[config.mk]
export PLATFORM = sky130hd
export DESIGN_NAME = sram_burst_ctrl_flat
export DESIGN_NICKNAME = d
export VERILOG_FILES = /design/src/rtl/sram_burst_ctrl_if.sv /design/src/rtl/sram_burst_ctrl.sv /design/src/flat_wrapper.sv
export SDC_FILE = /design/constraint.sdc
export NUM_CORES = 1
export LEC_CHECK = 0
export BUFFER_PORTS_ARGS = -buffer_cell sky130_fd_sc_hd__buf_4
export CAP_MARGIN = 5
export CORE_MARGIN = 5
export CORE_UTILIZATION = 35
export CTS_CLUSTER_SIZE = 14
export DETAILED_ROUTE_END_ITERATION = 10
export GPL_ROUTABILITY_DRIVEN = 0
export PLACE_DENSITY = 0.6
export SLEW_MARGIN = 20
export SYNTH_ARGS = -nofsm -noshare
export SYNTH_HDL_FRONTEND = slang
export SYNTH_SLANG_ARGS = --single-unit
[constraint.sdc]
create_clock -name CLK -period 2 [get_ports CLK]
set_input_delay 0.1 -clock CLK [delete_from_list [all_inputs] [get_ports CLK]]
set_output_delay 0.1 -clock CLK [all_outputs]
set_load 0.01 [all_outputs]
[src/rtl/sram_burst_ctrl_if.sv]
// Bus bundle between a command/stream master and sram_burst_ctrl, plus the SRAM pin group.
// Latency: none (wires only).
// Backpressure: cmd and write streams use valid/ready; the read stream uses out_valid/out_ready.
//
// Ports (signals):
//   cmd_*   : command offer (valid/ready), direction, base address, length
//   in_*    : write-data stream into the controller
//   out_*   : read-data stream out of the controller
//   done    : one-cycle burst completion pulse
//   sram_*  : CEN/WEN/A/D driven to the SRAM, Q returned from it
interface sram_burst_ctrl_if #(
   parameter int ADDR_W = 11,
   parameter int DATA_W = 32,
   parameter int LEN_W  = 12
);
   logic              cmd_valid;
   logic              cmd_ready;
   logic              cmd_write;
   logic [ADDR_W-1:0] cmd_addr;
   logic [LEN_W-1:0]  cmd_len;
   logic              in_valid;
   logic              in_ready;
   logic [DATA_W-1:0] in_data;
   logic              out_valid;
   logic              out_ready;
   logic [DATA_W-1:0] out_data;
   logic              done;
   logic              sram_CEN;
   logic              sram_WEN;
   logic [ADDR_W-1:0] sram_A;
   logic [DATA_W-1:0] sram_D;
   logic [DATA_W-1:0] sram_Q;

   // Command/stream source and SRAM model side.
   modport master (
      output cmd_valid, cmd_write, cmd_addr, cmd_len,
      output in_valid, in_data, out_ready, sram_Q,
      input  cmd_ready, in_ready, out_valid, out_data, done,
      input  sram_CEN, sram_WEN, sram_A, sram_D
   );

   // Controller side.
   modport slave (
      input  cmd_valid, cmd_write, cmd_addr, cmd_len,
      input  in_valid, in_data, out_ready, sram_Q,
      output cmd_ready, in_ready, out_valid, out_data, done,
      output sram_CEN, sram_WEN, sram_A, sram_D
   );
endinterface

[src/rtl/sram_burst_ctrl.sv]
// Burst engine: turns (addr, len, dir) commands into sequential SRAM writes/reads.
// Latency: writes issue combinationally with in_valid; first read word on out_valid 2 cycles after accept.
// Backpressure: in_ready is high throughout WR; reads throttle so FIFO occupancy + in-flight never exceeds 2.
//
// Ports: CLK, RESET_N (async active-low), bus (sram_burst_ctrl_if.slave: cmd_*, in_*, out_*, done, sram_*).
// Optional: define SRAM_CTRL_STALL_CNT_EN to add output stall_cnt[15:0] (saturating stall-cycle counter).
module sram_burst_ctrl #(
   parameter int NUM    = 2048,
   parameter int DATA_W = 32,
   parameter int LEN_W  = $clog2(NUM) + 1
) (
   input  logic              CLK,
   input  logic              RESET_N,
   sram_burst_ctrl_if.slave  bus
`ifdef SRAM_CTRL_STALL_CNT_EN
   ,
   output logic [15:0]       stall_cnt
`endif
);
   localparam int ADDR_W = $clog2(NUM);

   typedef enum logic [2:0] {S_IDLE, S_WR, S_RD, S_DRAIN, S_DONE} state_t;

   state_t            r_state;
   state_t            w_next;
   logic [ADDR_W-1:0] r_base;
   logic [LEN_W-1:0]  r_len;
   logic [LEN_W-1:0]  r_idx;        // words issued so far in this burst
   logic              r_inflight;   // a read was issued last cycle; its Q is valid now
   logic [DATA_W-1:0] r_fifo [2];
   logic              r_wr_ptr;
   logic              r_rd_ptr;
   logic [1:0]        r_occ;

   logic              w_accept;
   logic              w_wr_issue;
   logic              w_rd_issue;
   logic              w_last;
   logic              w_push;
   logic              w_pop;
   logic              w_cmd_ready;
   logic              w_in_ready;
   logic [2:0]        w_pending;

   assign w_last    = (r_idx == (r_len - LEN_W'(1)));
   assign w_push    = r_inflight;
   assign w_pop     = (r_occ != 2'd0) && bus.out_ready;
   assign w_pending = {1'b0, r_occ} + {2'b00, r_inflight};

   // Direction is not stored separately: the WR/RD state chosen at accept carries it.
   always_comb begin
      w_next      = r_state;
      w_accept    = 1'b0;
      w_wr_issue  = 1'b0;
      w_rd_issue  = 1'b0;
      w_cmd_ready = 1'b0;
      w_in_ready  = 1'b0;
      case (r_state)
         S_IDLE: begin
            w_cmd_ready = 1'b1;
            if (bus.cmd_valid) begin
               w_accept = 1'b1;
               if (bus.cmd_len == '0)
                  w_next = S_DONE;
               else if (bus.cmd_write)
                  w_next = S_WR;
               else
                  w_next = S_RD;
            end
         end
         S_WR: begin
            w_in_ready = 1'b1;
            if (bus.in_valid) begin
               w_wr_issue = 1'b1;
               if (w_last)
                  w_next = S_DONE;
            end
         end
         S_RD: begin
            // A pop this cycle frees a slot, so issuing keeps the total at 2.
            if ((w_pending < 3'd2) || w_pop) begin
               w_rd_issue = 1'b1;
               if (w_last)
                  w_next = S_DRAIN;
            end
         end
         S_DRAIN: begin
            if (!r_inflight && (r_occ == 2'd0))
               w_next = S_DONE;
         end
         S_DONE:  w_next = S_IDLE;
         default: w_next = S_IDLE;
      endcase
   end

   always_ff @(posedge CLK or negedge RESET_N) begin
      if (!RESET_N) begin
         r_state    <= S_IDLE;
         r_base     <= '0;
         r_len      <= '0;
         r_idx      <= '0;
         r_inflight <= 1'b0;
         r_wr_ptr   <= 1'b0;
         r_rd_ptr   <= 1'b0;
         r_occ      <= 2'd0;
         for (int i = 0; i < 2; i++)
            r_fifo[i] <= '0;
      end else begin
         r_state    <= w_next;
         r_inflight <= w_rd_issue;
         if (w_accept) begin
            r_base <= bus.cmd_addr;
            r_len  <= bus.cmd_len;
            r_idx  <= '0;
         end else if (w_wr_issue || w_rd_issue) begin
            r_idx  <= r_idx + LEN_W'(1);
         end
         if (w_push) begin
            r_fifo[r_wr_ptr] <= bus.sram_Q;
            r_wr_ptr         <= ~r_wr_ptr;
         end
         if (w_pop)
            r_rd_ptr <= ~r_rd_ptr;
         case ({w_push, w_pop})
            2'b10:   r_occ <= r_occ + 2'd1;
            2'b01:   r_occ <= r_occ - 2'd1;
            default: r_occ <= r_occ;
         endcase
      end
   end

   assign bus.cmd_ready = w_cmd_ready;
   assign bus.in_ready  = w_in_ready;
   assign bus.done      = (r_state == S_DONE);
   assign bus.out_valid = (r_occ != 2'd0);
   assign bus.out_data  = r_fifo[r_rd_ptr];
   assign bus.sram_CEN  = !(w_wr_issue || w_rd_issue);
   assign bus.sram_WEN  = !w_wr_issue;
   // Address wraps naturally at 2^ADDR_W.
   assign bus.sram_A    = r_base + r_idx[ADDR_W-1:0];
   assign bus.sram_D    = w_wr_issue ? bus.in_data : '0;

`ifdef SRAM_CTRL_STALL_CNT_EN
   logic [15:0] r_stall_cnt;
   logic        w_stall;

   assign w_stall = (((r_state == S_RD) || (r_state == S_DRAIN)) && (r_occ != 2'd0) && !bus.out_ready)
                  || ((r_state == S_WR) && !bus.in_valid);

   always_ff @(posedge CLK or negedge RESET_N) begin
      if (!RESET_N)
         r_stall_cnt <= 16'd0;
      else if (w_accept)
         r_stall_cnt <= 16'd0;
      else if (w_stall && (r_stall_cnt != 16'hFFFF))
         r_stall_cnt <= r_stall_cnt + 16'd1;
   end

   assign stall_cnt = r_stall_cnt;
`endif
endmodule

[src/flat_wrapper.sv]
// flat-port wrapper written by rule: the top's interface ports become plain ports
module sram_burst_ctrl_flat 
#(
   parameter int NUM    = 2048,
   parameter int DATA_W = 32,
   parameter int LEN_W  = $clog2(NUM) + 1
)
  (CLK, RESET_N, bus_cmd_valid, bus_cmd_write, bus_cmd_addr, bus_cmd_len, bus_in_valid, bus_in_data, bus_out_ready, bus_sram_Q, bus_cmd_ready, bus_in_ready, bus_out_valid, bus_out_data, bus_done, bus_sram_CEN, bus_sram_WEN, bus_sram_A, bus_sram_D);
  sram_burst_ctrl_if #(.ADDR_W((11)), .DATA_W(DATA_W), .LEN_W(LEN_W)) bus_i ();
  input  logic CLK;
  input  logic RESET_N;
  input wire logic [$bits(bus_i.cmd_valid)-1:0] bus_cmd_valid;
  input wire logic [$bits(bus_i.cmd_write)-1:0] bus_cmd_write;
  input wire logic [$bits(bus_i.cmd_addr)-1:0] bus_cmd_addr;
  input wire logic [$bits(bus_i.cmd_len)-1:0] bus_cmd_len;
  input wire logic [$bits(bus_i.in_valid)-1:0] bus_in_valid;
  input wire logic [$bits(bus_i.in_data)-1:0] bus_in_data;
  input wire logic [$bits(bus_i.out_ready)-1:0] bus_out_ready;
  input wire logic [$bits(bus_i.sram_Q)-1:0] bus_sram_Q;
  output wire logic [$bits(bus_i.cmd_ready)-1:0] bus_cmd_ready;
  output wire logic [$bits(bus_i.in_ready)-1:0] bus_in_ready;
  output wire logic [$bits(bus_i.out_valid)-1:0] bus_out_valid;
  output wire logic [$bits(bus_i.out_data)-1:0] bus_out_data;
  output wire logic [$bits(bus_i.done)-1:0] bus_done;
  output wire logic [$bits(bus_i.sram_CEN)-1:0] bus_sram_CEN;
  output wire logic [$bits(bus_i.sram_WEN)-1:0] bus_sram_WEN;
  output wire logic [$bits(bus_i.sram_A)-1:0] bus_sram_A;
  output wire logic [$bits(bus_i.sram_D)-1:0] bus_sram_D;
  assign bus_i.cmd_valid = bus_cmd_valid;
  assign bus_i.cmd_write = bus_cmd_write;
  assign bus_i.cmd_addr = bus_cmd_addr;
  assign bus_i.cmd_len = bus_cmd_len;
  assign bus_i.in_valid = bus_in_valid;
  assign bus_i.in_data = bus_in_data;
  assign bus_i.out_ready = bus_out_ready;
  assign bus_i.sram_Q = bus_sram_Q;
  assign bus_cmd_ready = bus_i.cmd_ready;
  assign bus_in_ready = bus_i.in_ready;
  assign bus_out_valid = bus_i.out_valid;
  assign bus_out_data = bus_i.out_data;
  assign bus_done = bus_i.done;
  assign bus_sram_CEN = bus_i.sram_CEN;
  assign bus_sram_WEN = bus_i.sram_WEN;
  assign bus_sram_A = bus_i.sram_A;
  assign bus_sram_D = bus_i.sram_D;
  sram_burst_ctrl #(.NUM(NUM), .DATA_W(DATA_W), .LEN_W(LEN_W)) u_core (.CLK(CLK), .RESET_N(RESET_N), .bus(bus_i));
endmodule
==> impl_results.md, run 1 <==
* Worst setup timing slack at the placement stage at -130.0 ps
* Relative slew slack at 68.38%
* Vias after detailed routing at 4994
* Maximum count of clock buffers along a single path at 2
* Crit path launch type: flip-flop
* Most used flip-flop cell after synthesis: sky130_fd_sc_hd__dfrtp_1
* Total power draw at 12.47 mW
* Setup TNS at -1571 ps
* Reg-to-Reg End: u_core.r_state[0]$_DFFE_PN0P_
* Commonest cells after routing, fill and taps aside: sky130_fd_sc_hd__buf_4 (207), sky130_fd_sc_hd__dfrtp_1 (104), sky130_fd_sc_hd__mux2_2 (96)
* P per Cell Area at between 1000 and 1500 nW/um^2
* Antenna violations before repair at 0
* Crit Reg-Reg Startpoint: u_core.r_len[0]$_DFFE_PN0P_
* Top Family by Delay on Critical Path: compound AO/OA/AOI/OAI gates
* Cell occurring most often along the worst timing path: sky130_fd_sc_hd__o21ai_2
* Antenna Violating Nets Remaining at 0
* Start-to-end type of the worst setup path: reg2out
* Num Clock Sinks at 107
* Share of final-layout standard cells stronger than drive strength 1 at about 47%
* Relative contribution of the clock network to total power at between 10% and 20%
* Post-Route Skew at ~6.1 ps
* Max-slew violations at 0
* Endpoint, Worst Hold: u_core.r_rd_ptr$_DFFE_PN0P_
* Internal power component at between 7 and 8 mW
* Routed via count divided by cell count at between 4 and 5
* Logic pwr share at 54.6%
* Unrepaired setup endpoints after global routing: true
* Synthesized area per cell at roughly 11 sq um
* Synthesized instance count at ~530
* Worst skew pair latency at about 350 ps
* Internal reg-to-reg setup slack at -80 ps
* CP Buf/Inv Count at 2
* Worst Min Path Start: bus_out_ready
* Number of rows created at floorplan at 46
* Most frequent standard cell in the layout excluding fill and tap cells: sky130_fd_sc_hd__buf_4
* Non-filler cells, final at about 1.0k
* Worst min-delay path class: in2reg
* Clock root buffer: sky130_fd_sc_hd__clkbuf_16
* Number of enable flip-flop cells after synthesis at 0
* Distinct cell type count of the synthesized netlist at 51
* Post-synth design cell area at between 5000 and 6000 sq um
* Part of the Yosys area used for sequential elements at between 40% and 50%
* Worst Path Max Fanout at 3
* Share of flip-flops with an asynchronous set or reset at between 90% and 100%
* 1st-iter DRT viols at between 200 and 250
* Cell depth of the worst hold path at 3
* Data required time of the critical path at 1900 ps
* Portion of synthesized cell area occupied by the leading cell type at between 40% and 50%
* # port buffers at around 170
* Transition time at the pin with the least slew margin at about 470 ps
* Count of max-cap constraint violations at 0
* Filler cell count at 1428
* # H-tree levels at 3
* Via count of the first global-routing pass at between 5k and 6k
* Net switching fraction of the power at 36.74%
* Routed wirelength normalized by instance count at approximately 16 microns
* Achievable Freq at 425.5 MHz
* Violated checks: negative setup slack
* Chip width at 138.1 microns
* Pin count of the biggest net entering global routing at roughly 40
* Detailed placer's ending HPWL at around 12 mm
* Area contributors post-synth: sky130_fd_sc_hd__dfrtp_1 (47%), sky130_fd_sc_hd__mux2_2 (19%), sky130_fd_sc_hd__nand2_1 (4.7%)
* Remaining DRCs at 0
* Clock-pin slew on the worst setup and hold paths at 70 ps
* Final net count at between 800 and 900
* CP max stage cell: sky130_fd_sc_hd__dfrtp_1
* Setup violation total in the final timing report at 8
* Number of synthesized register bits at 107
* Total global-route track usage at between 15 and 20%
* Number of buffers created by CTS at 9
* TritonCTS clock tree: done
* Largest stage delay, worst path at around 370 ps
* Number of detailed-routing iterations run before antenna repair at 4
* Post-synthesis to final-layout area growth at 50.36%
* Max IR drop VDD at approximately 0.00071 V
* Crit-path cells: ha_2 > inv_2 > fa_2 > nor2b_2 > o21ai_2 > a21boi_2 > o21ai_2 > a21o_1 > a211oi_2 > buf_4
* Arr. time, crit path at between 2000 and 2500 ps
* First-pass GRT wire length at 26.69 mm
* Worst setup EP type: output port
* Result of the run: complete, but fails checks
* Syn nets at 641
* Number of antenna repair diodes at 0
* GR Overflow Total at 0
* Cell leakage power at between 4 and 5 nW
* Number of warnings printed during yosys synthesis at 0
* Post-route setup slack at -350.4 ps
* Top-level I/O count at roughly 170
* Switching Power at between 4 and 5 mW
* Post-route minimum period at between 2000 and 2500 ps
* Initial Utilization at between 30% and 40%
* Total count of hold-check failures in the final report at 0
* Die area at between 15000 and 20000 sq um
* Number of cells after detailed placement at roughly 930
* Die span in y at 138.1 microns
* Final routed wirelength across all metal layers at roughly 16 mm
* Core region area at between 15000 and 20000 sq um
* Library cell with the largest summed area after synthesis: sky130_fd_sc_hd__dfrtp_1
* Length in cells of the worst reg-to-reg path at 6
* Flop pwr share at 30.3%
* Crit share post-route at 117.5%
## layer usage
metal  vias to the layer above  share of wire, %  global-route usage (%)
li1                       2392                 -                       -
met1                      2435                43                   20.98
met2                       139                50                   29.01
met3                        28               5.1                   4.517
met4                         0               1.7                   4.108
met5                         -                 0                       0
## cell usage after synthesis (all sizes together) (2+ instances only)
library cell,count
inv,17
nand3,7
nor2b,4
mux2,96
o211a,2
ha,13
nand2b,2
or4,2
nand2,72
and2,5
dfrtp,107
a21o,2
xnor2,16
nor2,21
buf,6
clkbuf,21
o31ai,3
nor3,11
xor2,20
nor4,10
a311oi,2
nand4,5
o21ai,13
nand3b,2
or3,3
a21oi,12
a211oi,6
or2,2
and3,35
o311ai,2
## area by class of cell
cell class / count / area [sq um] / share of cell area [%]
Inverter: 17 / 63.81 / 0.7395
Timing Repair Buffer: 272 / 2256 / 26.14
Clock inverter: 6 / 78.83 / 0.9134
Tap cell: 216 / 270.3 / 3.132
Sequential cell: 107 / 2681 / 31.07
Multi-Input combinational cell: 383 / 3040 / 35.23
Clock buffer: 10 / 239.0 / 2.769
## tightest hold or removal path, delay by kind of cell
kind                      cells  cell delay [ps]
buffers and inverters         1               90
and+or+nand+nor               1              150
xor gates and xnor gates      1               70
## per-stage QoR
step | hold slack (ps) | cell area [sq um] | utilization (%)
floorplan | -195.6 | 5754 | -
global placement | 45.60 | 7560 | 47.25
detailed placement | 46.46 | 7560 | 47.25
CTS | 89.81 | 8583 | 53.64
global route | 104.2 | 8630 | 53.93
finish | 106.3 | 8630 | 53.93
## registers in the layout, summed over array words and instances (netlist names)
name / cells
u_core.r_base: 11
u_core.r_fifo: 64
u_core.r_idx: 12
u_core.r_inflight: 1
u_core.r_len: 12
u_core.r_occ: 2
u_core.r_rd_ptr: 1
u_core.r_state: 3
u_core.r_wr_ptr: 1
## kinds of logic (layout without fill, tap and decap cells)
family          count (synthesis)  count (layout)  synth area share, %
simple gates                  184             184                16.02
compound gates                 52              52                6.628
buf+inv                        44             305                3.009
fa+ha+maj                      14              14                3.183
mux                            97              97                19.01
xor+xnor                       36              36                5.494
flops                         107             107                46.65
## power by group through the flow
stage	combinational [mW]	sequential (mW)	clock [mW]
6_report	6.80	3.77	1.89
5_1_grt	7.40	3.90	2.06
4_1_cts	6.72	3.76	1.96
3_5_place_dp	6.34	3.80	0
3_3_place_gp	6.21	3.73	0
2_1_floorplan	3.76	3.62	0
## worst max-delay path by stage
| stage | startpoint | to | slack, ps | cells after the start |
|---|---|---|---|---|
| floorplan | u_core.r_len[2]$_DFFE_PN0P_ | u_core.r_state[0]$_DFFE_PN0P_ | -30 | 7 |
| CTS | u_core.r_idx[0]$_DFFE_PN0P_ | bus_sram_A[10] | -440 | 10 |
| global placement | u_core.r_base[0]$_DFFE_PN0P_ | bus_sram_A[10] | -60 | 10 |
| finish | u_core.r_base[0]$_DFFE_PN0P_ | bus_sram_A[10] | -350 | 10 |
| global route | u_core.r_base[0]$_DFFE_PN0P_ | bus_sram_A[10] | -490 | 10 |
| detailed placement | u_core.r_len[0]$_DFFE_PN0P_ | u_core.r_state[0]$_DFFE_PN0P_ | -130 | 9 |
## timing repair
action	CTS	global route
hold endpoints to repair	112	0
hold buffers	56	0
pin swaps	17	5
cloned	0	1
setup buffers	9	1
setup endpoints to repair	11	42
resized for setup	26	14
No activity file was read; power rests on OpenSTA's default activity.
==> inputs of run 2 (changes only) <==
CTS_BUF_LIST = sky130_fd_sc_hd__clkbuf_4 sky130_fd_sc_hd__clkbuf_8   (was not set)
==> run 2 against run 1 <==
  * The run still ends with negative setup slack left
  * First-iteration DRC count decreased by 5.1%
  * Critical path depth unchanged
  * Core utilization is 0.56 points lower
  * Count of clock-buffer cells in the layout unchanged
  * Final area shrank 1.0%
  * Fmax down 1.7%
  * Hold slack lost 36 ps
  * Sequential power about the same
  * Total power is 3.6% lower
  * Die area unchanged
  * Global-route usage hardly changed
  * Highest routed layer unchanged
==> impl_results.md, run 2 (same netlist as run 1, synthesis figures left out) <==
* Result of the run: complete, but fails checks
* Violated checks: negative setup slack
* # H-tree levels at 3
* Start-to-end type of the worst setup path: reg2out
* Cell depth of the worst hold path at 3
* Switching Power at ~4.5 mW
* Length in cells of the worst reg-to-reg path at 6
* Most frequent standard cell in the layout excluding fill and tap cells: sky130_fd_sc_hd__buf_4
* Flop pwr share at about a third
* Chip width at 138.1 microns
* Post-Route Skew at about 9.2 ps
* Net switching fraction of the power at between 30% and 40%
* Routed via count divided by cell count at 4.950
* Clock root buffer: sky130_fd_sc_hd__clkbuf_8
* Number of cells after detailed placement at between 900 and 1k
* Worst min-delay path class: in2reg
* Data required time of the critical path at between 1500 and 2000 ps
* Commonest cells after routing, fill and taps aside: sky130_fd_sc_hd__buf_4 (207), sky130_fd_sc_hd__dfrtp_1 (104), sky130_fd_sc_hd__mux2_2 (96)
* Internal power component at ~7.5 mW
* Relative contribution of the clock network to total power at around 12%
* Number of detailed-routing iterations run before antenna repair at 4
* TritonCTS clock tree: done
* Antenna Violating Nets Remaining at 0
* Crit path launch type: flip-flop
* Detailed placer's ending HPWL at ~12 mm
* Post-route setup slack at -390.8 ps
* Num Clock Sinks at 107
* Unrepaired setup endpoints after global routing: true
* Die span in y at about 140 microns
* Worst Path Max Fanout at 3
* Setup violation total in the final timing report at 8
* Worst skew pair latency at 390 ps
* Max IR drop VDD at 0.0006256 V
* Final net count at between 800 and 900
* Cell leakage power at around 4 nW
* Number of rows created at floorplan at 46
* Top-level I/O count at about 170
* Worst setup EP type: output port
* Total count of hold-check failures in the final report at 0
* Arr. time, crit path at ~2300 ps
* 1st-iter DRT viols at 206
* Clock-pin slew on the worst setup and hold paths at ~100 ps
* Post-synthesis to final-layout area growth at 48.81%
* Antenna violations before repair at 0
* First-pass GRT wire length at approximately 27 mm
* Final routed wirelength across all metal layers at around 16 mm
* Routed wirelength normalized by instance count at 16.02 microns
* Count of max-cap constraint violations at 0
* Register with the most flip-flops: u_core.r_fifo
* Logic pwr share at ~57%
* Setup TNS at -1801 ps
* Crit share post-route at 119.5%
* Maximum count of clock buffers along a single path at 2
* Vias after detailed routing at roughly 5k
* Share of final-layout standard cells stronger than drive strength 1 at a little under half
* Remaining DRCs at 0
* Top Registers: u_core.r_fifo: 64 flops, u_core.r_idx: 12 flops, u_core.r_len: 12 flops
* Relative slew slack at just under 70%
* Achievable Freq at 418.3 MHz
* Non-filler cells, final at around 1.0k
* Post-route minimum period at about 2400 ps
* # port buffers at 173
* Number of antenna repair diodes at 0
* Total global-route track usage at between 10% and 20%
* Initial Utilization at between 30% and 40%
* GR Overflow Total at 0
* Flip-flop count of the largest register, all copies and words added at 64
* Via count of the first global-routing pass at ~5.2k
* Die area at 19060 sq um
* Core region area at about 16000 sq um
* Pin count of the biggest net entering global routing at between 40 and 50
* P per Cell Area at 1408 nW/um^2
* Max-slew violations at 0
* Transition time at the pin with the least slew margin at 482.0 ps
* Number of buffers created by CTS at 9
run 2: routing by layer:
metal / vias to the layer above / track usage (%) / wire [microns]
li1: 2391 / - / -
met1: 2458 / 20.86 / 7078
met2: 133 / 28.98 / 8107
met3: 22 / 4.517 / 747
met4: 0 / 4.420 / 259
met5: - / 0 / 0
run 2: cell type report:
class,instances,area (sq um)
Fill cell,1442,7460
Tap cell,216,270.3
Multi-Input combinational cell,383,3053
Inverter,17,63.81
Clock inverter,6,78.83
Sequential cell,107,2681
Timing Repair Buffer,272,2256
Clock buffer,10,137.6
run 2: per-stage QoR:
stage | instance area (sq um) | utilization, % | power [mW] | setup slack, ps | hold slack (ps)
after floorplan | 5754 | - | 7.382 | -29.64 | -195.6
after global placement | 7560 | 47.25 | 9.935 | -62.67 | 45.60
after detailed placement | 7560 | 47.25 | 10.14 | -130.0 | 46.46
after CTS | 8483 | 53.02 | 11.99 | -491.0 | 37.89
after global routing | 8541 | 53.38 | 12.92 | -555.0 | 46.63
final | 8541 | 53.38 | 12.02 | -390.8 | 70.20
run 2: path summary, 6_finish.rpt:
kind	slack [ps]	to	startpoint
min in group asynchronous	160	u_core.r_fifo[6]$_DFFE_PN0P_	RESET_N
max in group asynchronous	1200	u_core.r_state[0]$_DFFE_PN0P_	RESET_N
worst max-delay path	-390	bus_sram_A[10]	u_core.r_base[0]$_DFFE_PN0P_
worst min register to register	490	u_core.r_base[9]$_DFFE_PN0P_	u_core.r_base[9]$_DFFE_PN0P_
worst max register to register	-90	u_core.r_state[0]$_DFFE_PN0P_	u_core.r_len[0]$_DFFE_PN0P_
worst min-delay path	70	u_core.r_rd_ptr$_DFFE_PN0P_	bus_out_ready
run 2: critical path, cell delays in order (launching register included):
cell and delay, ps:
sky130_fd_sc_hd__dfrtp_1 380, sky130_fd_sc_hd__ha_2 190, sky130_fd_sc_hd__inv_2 40, sky130_fd_sc_hd__fa_2 340, sky130_fd_sc_hd__nor2b_2 130, sky130_fd_sc_hd__o21ai_2 70
sky130_fd_sc_hd__a21boi_2 160, sky130_fd_sc_hd__o21ai_2 90, sky130_fd_sc_hd__a21o_1 200, sky130_fd_sc_hd__a211oi_2 170, sky130_fd_sc_hd__buf_4 150
run 2: timing repair:
action,CTS,global route
endpoints found under the setup margin,43,39
setup buffers,9,1
hold buffers,56,0
gates cloned,0,1
hold endpoints to repair,151,0
pin swaps,17,6
gates resized for setup,27,14
run 2: power by group through the flow:
| stage | combinational, mW | clock, mW | sequential, mW |
|---|---|---|---|
| finish | 6.80 | 1.45 | 3.77 |
| global route | 7.41 | 1.62 | 3.89 |
| CTS | 6.72 | 1.52 | 3.75 |
| detailed placement | 6.34 | 0 | 3.80 |
| global placement | 6.21 | 0 | 3.73 |
| floorplan | 3.76 | 0 | 3.62 |
